## config.mk

```make
export PLATFORM = sky130hd
export DESIGN_NAME = ace_xack_router_flat
export DESIGN_NICKNAME = d
export VERILOG_FILES = /design/src/rtl/ace_xack_router_if.sv /design/src/rtl/ace_xack_router.sv /design/src/flat_wrapper.sv
export SDC_FILE = /design/constraint.sdc
export NUM_CORES = 1
export LEC_CHECK = 0
export CAP_MARGIN = 20
export CORE_AREA = 2 2 90 92
export DETAILED_ROUTE_END_ITERATION = 12
export DIE_AREA = 0 0 92 94
export GPL_TIMING_DRIVEN = 0
export MAX_ROUTING_LAYER = met4
export PLACE_DENSITY = 0.42
export SYNTH_ARGS = -nofsm -noshare
export SYNTH_HDL_FRONTEND = slang
export SYNTH_HIERARCHICAL = 1
export SYNTH_SLANG_ARGS = --single-unit
```

## constraint.sdc

```tcl
create_clock -name clk_i -period 2.9 [get_ports clk_i]
set_input_delay 0.58 -clock clk_i [delete_from_list [all_inputs] [get_ports clk_i]]
set_output_delay 0.58 -clock clk_i [all_outputs]
set_load 0.1 [all_outputs]
```

## src/rtl/ace_xack_router_if.sv

```systemverilog
// ace_xack_router_if
// Groups the acknowledge-routing signals between the ACE demux side and
// ace_xack_router.
//   slave  modport : router view (completions/acks in, stalls/pulses/err out)
//   master modport : driver view (demux + upstream master side)
// Signals:
//   b_done_i/b_sel_i, r_done_i/r_sel_i : completed B / last-R with source port
//   wack_i, rack_i                     : acknowledges from the upstream master
//   b_stall_o, r_stall_o               : index FIFO full
//   mst_wack_o, mst_rack_o             : one-hot per-port acknowledge pulses
//   err_o                              : sticky protocol error
interface ace_xack_router_if #(
  parameter int unsigned NoMstPorts = 2
);
  localparam int unsigned SelectWidth = (NoMstPorts > 1) ? $clog2(NoMstPorts) : 1;

  logic                   b_done_i;
  logic [SelectWidth-1:0] b_sel_i;
  logic                   r_done_i;
  logic [SelectWidth-1:0] r_sel_i;
  logic                   wack_i;
  logic                   rack_i;
  logic                   b_stall_o;
  logic                   r_stall_o;
  logic [NoMstPorts-1:0]  mst_wack_o;
  logic [NoMstPorts-1:0]  mst_rack_o;
  logic                   err_o;

  modport slave (
    input  b_done_i, b_sel_i, r_done_i, r_sel_i, wack_i, rack_i,
    output b_stall_o, r_stall_o, mst_wack_o, mst_rack_o, err_o
  );

  modport master (
    output b_done_i, b_sel_i, r_done_i, r_sel_i, wack_i, rack_i,
    input  b_stall_o, r_stall_o, mst_wack_o, mst_rack_o, err_o
  );
endinterface

```

## src/rtl/ace_xack_router.sv

```systemverilog
// ace_xack_router
// Routes RACK/WACK from the upstream master back to the downstream master
// port whose R/B response is being acknowledged, in completion order.
// Each direction keeps its own FIFO of source-port indices.
// Ports:
//   clk_i : clock, rising edge
//   rst_i : synchronous active-high reset
//   bus   : ace_xack_router_if.slave (completions, acks, stalls, pulses, err)

// One acknowledge path: index FIFO plus registered one-hot output pulse.
module ace_xack_path #(
  parameter int unsigned NoMstPorts  = 2,
  parameter int unsigned MaxTrans    = 8,
  parameter int unsigned SelectWidth = 1
) (
  input  logic                   clk_i,
  input  logic                   rst_i,
  input  logic                   done_i,
  input  logic [SelectWidth-1:0] sel_i,
  input  logic                   ack_i,
  output logic                   stall_o,
  output logic [NoMstPorts-1:0]  pulse_o,
  output logic                   err_o
);
  localparam int unsigned PtrW = (MaxTrans > 1) ? $clog2(MaxTrans) : 1;
  localparam int unsigned CntW = $clog2(MaxTrans + 1);

  logic [SelectWidth-1:0] mem_q [MaxTrans];
  logic [PtrW-1:0]        wptr_q, rptr_q;
  logic [CntW-1:0]        cnt_q;
  logic [NoMstPorts-1:0]  pulse_q, head_oh;
  logic [SelectWidth-1:0] head;
  logic                   full, pop, push, underflow, overflow, bad_sel;

  function automatic logic [PtrW-1:0] next_ptr(input logic [PtrW-1:0] p);
    return (p == PtrW'(MaxTrans - 1)) ? '0 : p + PtrW'(1);
  endfunction

  // Eligibility uses the registered count, so an ack never sees a same-cycle push.
  assign full      = (cnt_q == CntW'(MaxTrans));
  assign pop       = ack_i && (cnt_q != '0);
  assign underflow = ack_i && (cnt_q == '0);
  assign push      = done_i && (!full || pop);
  assign overflow  = done_i && full && !pop;
  assign head      = mem_q[rptr_q];

  // Decoding by equality lets an out-of-range index fall out as all-zero.
  always_comb begin
    head_oh = '0;
    for (int i = 0; i < int'(NoMstPorts); i++) head_oh[i] = (head == SelectWidth'(i));
  end

  assign bad_sel = pop && (head_oh == '0);

  always_ff @(posedge clk_i) begin
    if (push) mem_q[wptr_q] <= sel_i;
  end

  always_ff @(posedge clk_i) begin
    if (rst_i) begin
      wptr_q  <= '0;
      rptr_q  <= '0;
      cnt_q   <= '0;
      pulse_q <= '0;
    end else begin
      if (push) wptr_q <= next_ptr(wptr_q);
      if (pop)  rptr_q <= next_ptr(rptr_q);
      case ({push, pop})
        2'b10:   cnt_q <= cnt_q + CntW'(1);
        2'b01:   cnt_q <= cnt_q - CntW'(1);
        default: cnt_q <= cnt_q;
      endcase
      pulse_q <= pop ? head_oh : '0;
    end
  end

  assign stall_o = full;
  assign pulse_o = pulse_q;
  assign err_o   = underflow || overflow || bad_sel;
endmodule

module ace_xack_router #(
  parameter int unsigned NoMstPorts = 2,
  parameter int unsigned MaxTrans   = 8
) (
  input  logic        clk_i,
  input  logic        rst_i,
  ace_xack_router_if.slave bus
);
  localparam int unsigned SelectWidth = (NoMstPorts > 1) ? $clog2(NoMstPorts) : 1;

  logic r_err, b_err, err_q;

  ace_xack_path #(
    .NoMstPorts (NoMstPorts),
    .MaxTrans   (MaxTrans),
    .SelectWidth(SelectWidth)
  ) u_rd (
    .clk_i  (clk_i),
    .rst_i  (rst_i),
    .done_i (bus.r_done_i),
    .sel_i  (bus.r_sel_i),
    .ack_i  (bus.rack_i),
    .stall_o(bus.r_stall_o),
    .pulse_o(bus.mst_rack_o),
    .err_o  (r_err)
  );

  ace_xack_path #(
    .NoMstPorts (NoMstPorts),
    .MaxTrans   (MaxTrans),
    .SelectWidth(SelectWidth)
  ) u_wr (
    .clk_i  (clk_i),
    .rst_i  (rst_i),
    .done_i (bus.b_done_i),
    .sel_i  (bus.b_sel_i),
    .ack_i  (bus.wack_i),
    .stall_o(bus.b_stall_o),
    .pulse_o(bus.mst_wack_o),
    .err_o  (b_err)
  );

  always_ff @(posedge clk_i) begin
    if (rst_i)               err_q <= 1'b0;
    else if (r_err || b_err) err_q <= 1'b1;
  end

  assign bus.err_o = err_q;
endmodule

```

## src/flat_wrapper.sv

```systemverilog
// flat-port wrapper written by rule: the top's interface ports become plain ports
module ace_xack_router_flat 
#(
  parameter int unsigned NoMstPorts = 2,
  parameter int unsigned MaxTrans   = 8
)
  (clk_i, rst_i, bus_b_done_i, bus_b_sel_i, bus_r_done_i, bus_r_sel_i, bus_wack_i, bus_rack_i, bus_b_stall_o, bus_r_stall_o, bus_mst_wack_o, bus_mst_rack_o, bus_err_o);
  ace_xack_router_if #(.NoMstPorts(NoMstPorts)) bus_i ();
  input  logic clk_i;
  input  logic rst_i;
  input wire logic [$bits(bus_i.b_done_i)-1:0] bus_b_done_i;
  input wire logic [$bits(bus_i.b_sel_i)-1:0] bus_b_sel_i;
  input wire logic [$bits(bus_i.r_done_i)-1:0] bus_r_done_i;
  input wire logic [$bits(bus_i.r_sel_i)-1:0] bus_r_sel_i;
  input wire logic [$bits(bus_i.wack_i)-1:0] bus_wack_i;
  input wire logic [$bits(bus_i.rack_i)-1:0] bus_rack_i;
  output wire logic [$bits(bus_i.b_stall_o)-1:0] bus_b_stall_o;
  output wire logic [$bits(bus_i.r_stall_o)-1:0] bus_r_stall_o;
  output wire logic [$bits(bus_i.mst_wack_o)-1:0] bus_mst_wack_o;
  output wire logic [$bits(bus_i.mst_rack_o)-1:0] bus_mst_rack_o;
  output wire logic [$bits(bus_i.err_o)-1:0] bus_err_o;
  assign bus_i.b_done_i = bus_b_done_i;
  assign bus_i.b_sel_i = bus_b_sel_i;
  assign bus_i.r_done_i = bus_r_done_i;
  assign bus_i.r_sel_i = bus_r_sel_i;
  assign bus_i.wack_i = bus_wack_i;
  assign bus_i.rack_i = bus_rack_i;
  assign bus_b_stall_o = bus_i.b_stall_o;
  assign bus_r_stall_o = bus_i.r_stall_o;
  assign bus_mst_wack_o = bus_i.mst_wack_o;
  assign bus_mst_rack_o = bus_i.mst_rack_o;
  assign bus_err_o = bus_i.err_o;
  ace_xack_router #(.NoMstPorts(NoMstPorts), .MaxTrans(MaxTrans)) u_core (.clk_i(clk_i), .rst_i(rst_i), .bus(bus_i));
endmodule
```

==> results.md <==
* CP max FO at 7
* Max-slew violations at 0
* RSZ-0062 raised after global routing: no
* Postcts setup bufs at 0
* Post_cts resized at 2
* Number of synthesized flops with an enable pin at 16
* CTS tree: built
* Routability cong. at a little over 0.7
* CTS root buf: clkbuf_8
* Data arrival time of the worst path at approximately 2200 ps
* Initial antenna violation count at 0
* P&R area growth vs syn at 14.99%
* Synth area leader: dfxtp_1
* CTS buffer count at 5
* Worst-path clk slew at 100 ps
* Netlist cell types at between 40 and 50
* Cells after Synth at 205
* Die area at 8648 µm²
* CP Class: reg -> out
* Initial Utilization at 29.51%
* Fin nets at roughly 240
* Htree depth at 2
* Drt drc at 0
* Routed Antenna Nets at 0
* CTS Hold Bufs at 0
* Critical path endpoint category: output port
* Maximum clock frequency at 363.8 MHz
* Startpoint Class: register
* N_diodes at 0
* Hold Crit Class: reg -> reg
* CTS Sinks at 47
* Synth Register Bits at 47
* Fin area at roughly 2600 µm²
* Top post-synthesis cells by area: dfxtp_1, edfxtp_1, ha_1, nor2_1, mux2i_1
* Maxcap violations at 0
* PortBufs at 12
* Final HPWL DP at slightly below 3000 µm
* Top_reg_cell synth: dfxtp_1
* Drt wl/cell at 11.94 µm
* WP data required at 2320 ps
* Die X at 92 µm
* Yosys warns at 6
* Fin crit period at 2749 ps
* Vias in the first global route at 1452
* Site row count at 32
* Final period utilization at a little over nine tenths
* Die Height at 94 µm
* Via density at 4.621
* Overall routing resource usage at just over 10%
* Seq/Total Area, Yosys at around half
* DR iter-0 viols at 41
* Via count at 1511
* Core ar. at roughly 7600 µm²
* Gr ovfl total at 0
* Worst VDD drop at about 0.26 mV
* Layout cell share with drive strength beyond 1 at 12.00%
* Clk_lat worst skew at around 300 ps
* Setup-failing EPs final at 0
* Syn Nets at 223
* CTS max path bufs at 2
* First-pass GRT wire length at 6810 µm
* Static leakage at 0.9388 nW
* Slew headroom at 34.31%
* Final setup TNS at 0 ps
* FFs w/ async S/R, synth at 0%
* Largest net degree at the start of global routing at 17
* Total wire length at 3906 µm
* TritonRoute pass-1 iters at 4
* Avg Cell Area, Syn at between 10 and 15 µm²
* Pwr Density at 756.7 nW/µm²
* I/O Pins at 15
* Worst clock skew at 13.40 ps
* Post-DP Area at 2492 µm²
* Fin. Hold Viols at 0
* Filler instances at 806
* Slew @ Worst Pin at 982.3 ps
* Post-Syn Area at 2245 µm²
* Status: complete, no violations
* Yosys top cell area share at 27.65%
## worst max-delay path, cell delays in order, from the launching register on
cell and delay (ps):
dfxtp_1 380, or3_1 400, buf_6 150, nor2_1 80, dlygate4sd2_1 860
## per-layer routing
metal | track usage [%] | part of all wire [%] | vias to the layer above
li1 | - | - | 780
met5 | - | 0 | -
met2 | 16.97 | 48 | 24
met1 | 11.90 | 47 | 703
met4 | 3.731 | 0.97 | 0
met3 | 2.970 | 3.4 | 4
## cell type report
class | count | area (µm²) | area share, %
Sequential cell | 47 | 1101 | 42.66
Tap cell | 102 | 127.6 | 4.944
Clock inverter | 3 | 22.52 | 0.8725
Timing Repair Buffer | 12 | 117.6 | 4.556
Clock buffer | 5 | 68.82 | 2.666
Buffer | 10 | 63.81 | 2.472
Inverter | 3 | 11.26 | 0.4363
Multi-Input combinational cell | 145 | 1069 | 41.40
## final timing paths
kind | startpoint | end | slack [ps] | cells after the start
hold reg to reg | u_core/u_rd/rptr_q[0] | register | 500 | 2
setup reg to reg | u_core/u_rd/cnt_q[0] | u_core/u_rd/cnt_q[2] | 650 | 9
setup / recovery | u_core/u_rd/cnt_q[0] | bus_r_stall_o | 150 | 4
hold / removal | u_core/u_rd/rptr_q[0] | register | 500 | 2
## through the flow
step	setup WS [ps]	hold slack [ps]	power, mW	utilization, %	instances
final	151.3	502.5	1.953	33.93	327
after global routing	22.48	515.5	2.081	33.93	327
after CTS	130.3	505.8	1.982	33.93	327
after detailed placement	108.0	490.8	1.569	32.76	319
after global placement	75.83	494.4	1.573	32.76	319
after floorplan	204.2	463.4	1.426	-	205
## logic make-up (layout without fill, tap and decap cells)
kind of cell | Yosys count | count (layout) | synth area share, %
xor+xnor | 8 | 8 | 3.122
mux | 15 | 15 | 8.975
fa+ha+maj | 10 | 10 | 5.574
buf+inv | 13 | 33 | 3.344
flops | 47 | 47 | 49.05
compound gates | 27 | 27 | 10.26
simple gates | 85 | 85 | 19.68
## cells in the mapped netlist (3+ instances only)
cell type and instances:
nand2b_1 9, or3_1 5, ha_1 10, nor3_1 10, dfxtp_1 31, a21oi_1 8, nor3b_1 4, edfxtp_1 16
inv_1 3, clkbuf_1 4, buf_6 3, mux4_2 4, buf_2 3, nand2_1 12, nor2_1 30, nor4b_1 3
xnor2_1 7, mux2i_1 10
## placed cells by master, fill, tap and decap left out, drive strengths merged, types with 2 or more instances in the layout
cell type / count
o211ai: 2
dlygate4sd2: 2
nor2: 30
dfxtp: 31
o311ai: 2
or3b: 2
a311oi: 2
edfxtp: 16
o221ai: 2
clkbuf: 9
mux4: 4
nor3b: 4
a21oi: 8
buf: 6
inv: 5
nor4b: 3
xnor2: 7
nor2b: 2
nor3: 10
or2: 2
clkdlybuf4s50: 10
or3: 5
nand4b: 2
nand2b: 9
o21ai: 6
nand2: 12
mux2i: 10
ha: 10
## report_power, final
part | switching [mW] | internal, mW
Combinational | 0.379 | 0.306
Clock | 0.234 | 0.175
Sequential | 0.0919 | 0.768
Total | 0.704 | 1.25
No activity file was read; power rests on OpenSTA's default activity.
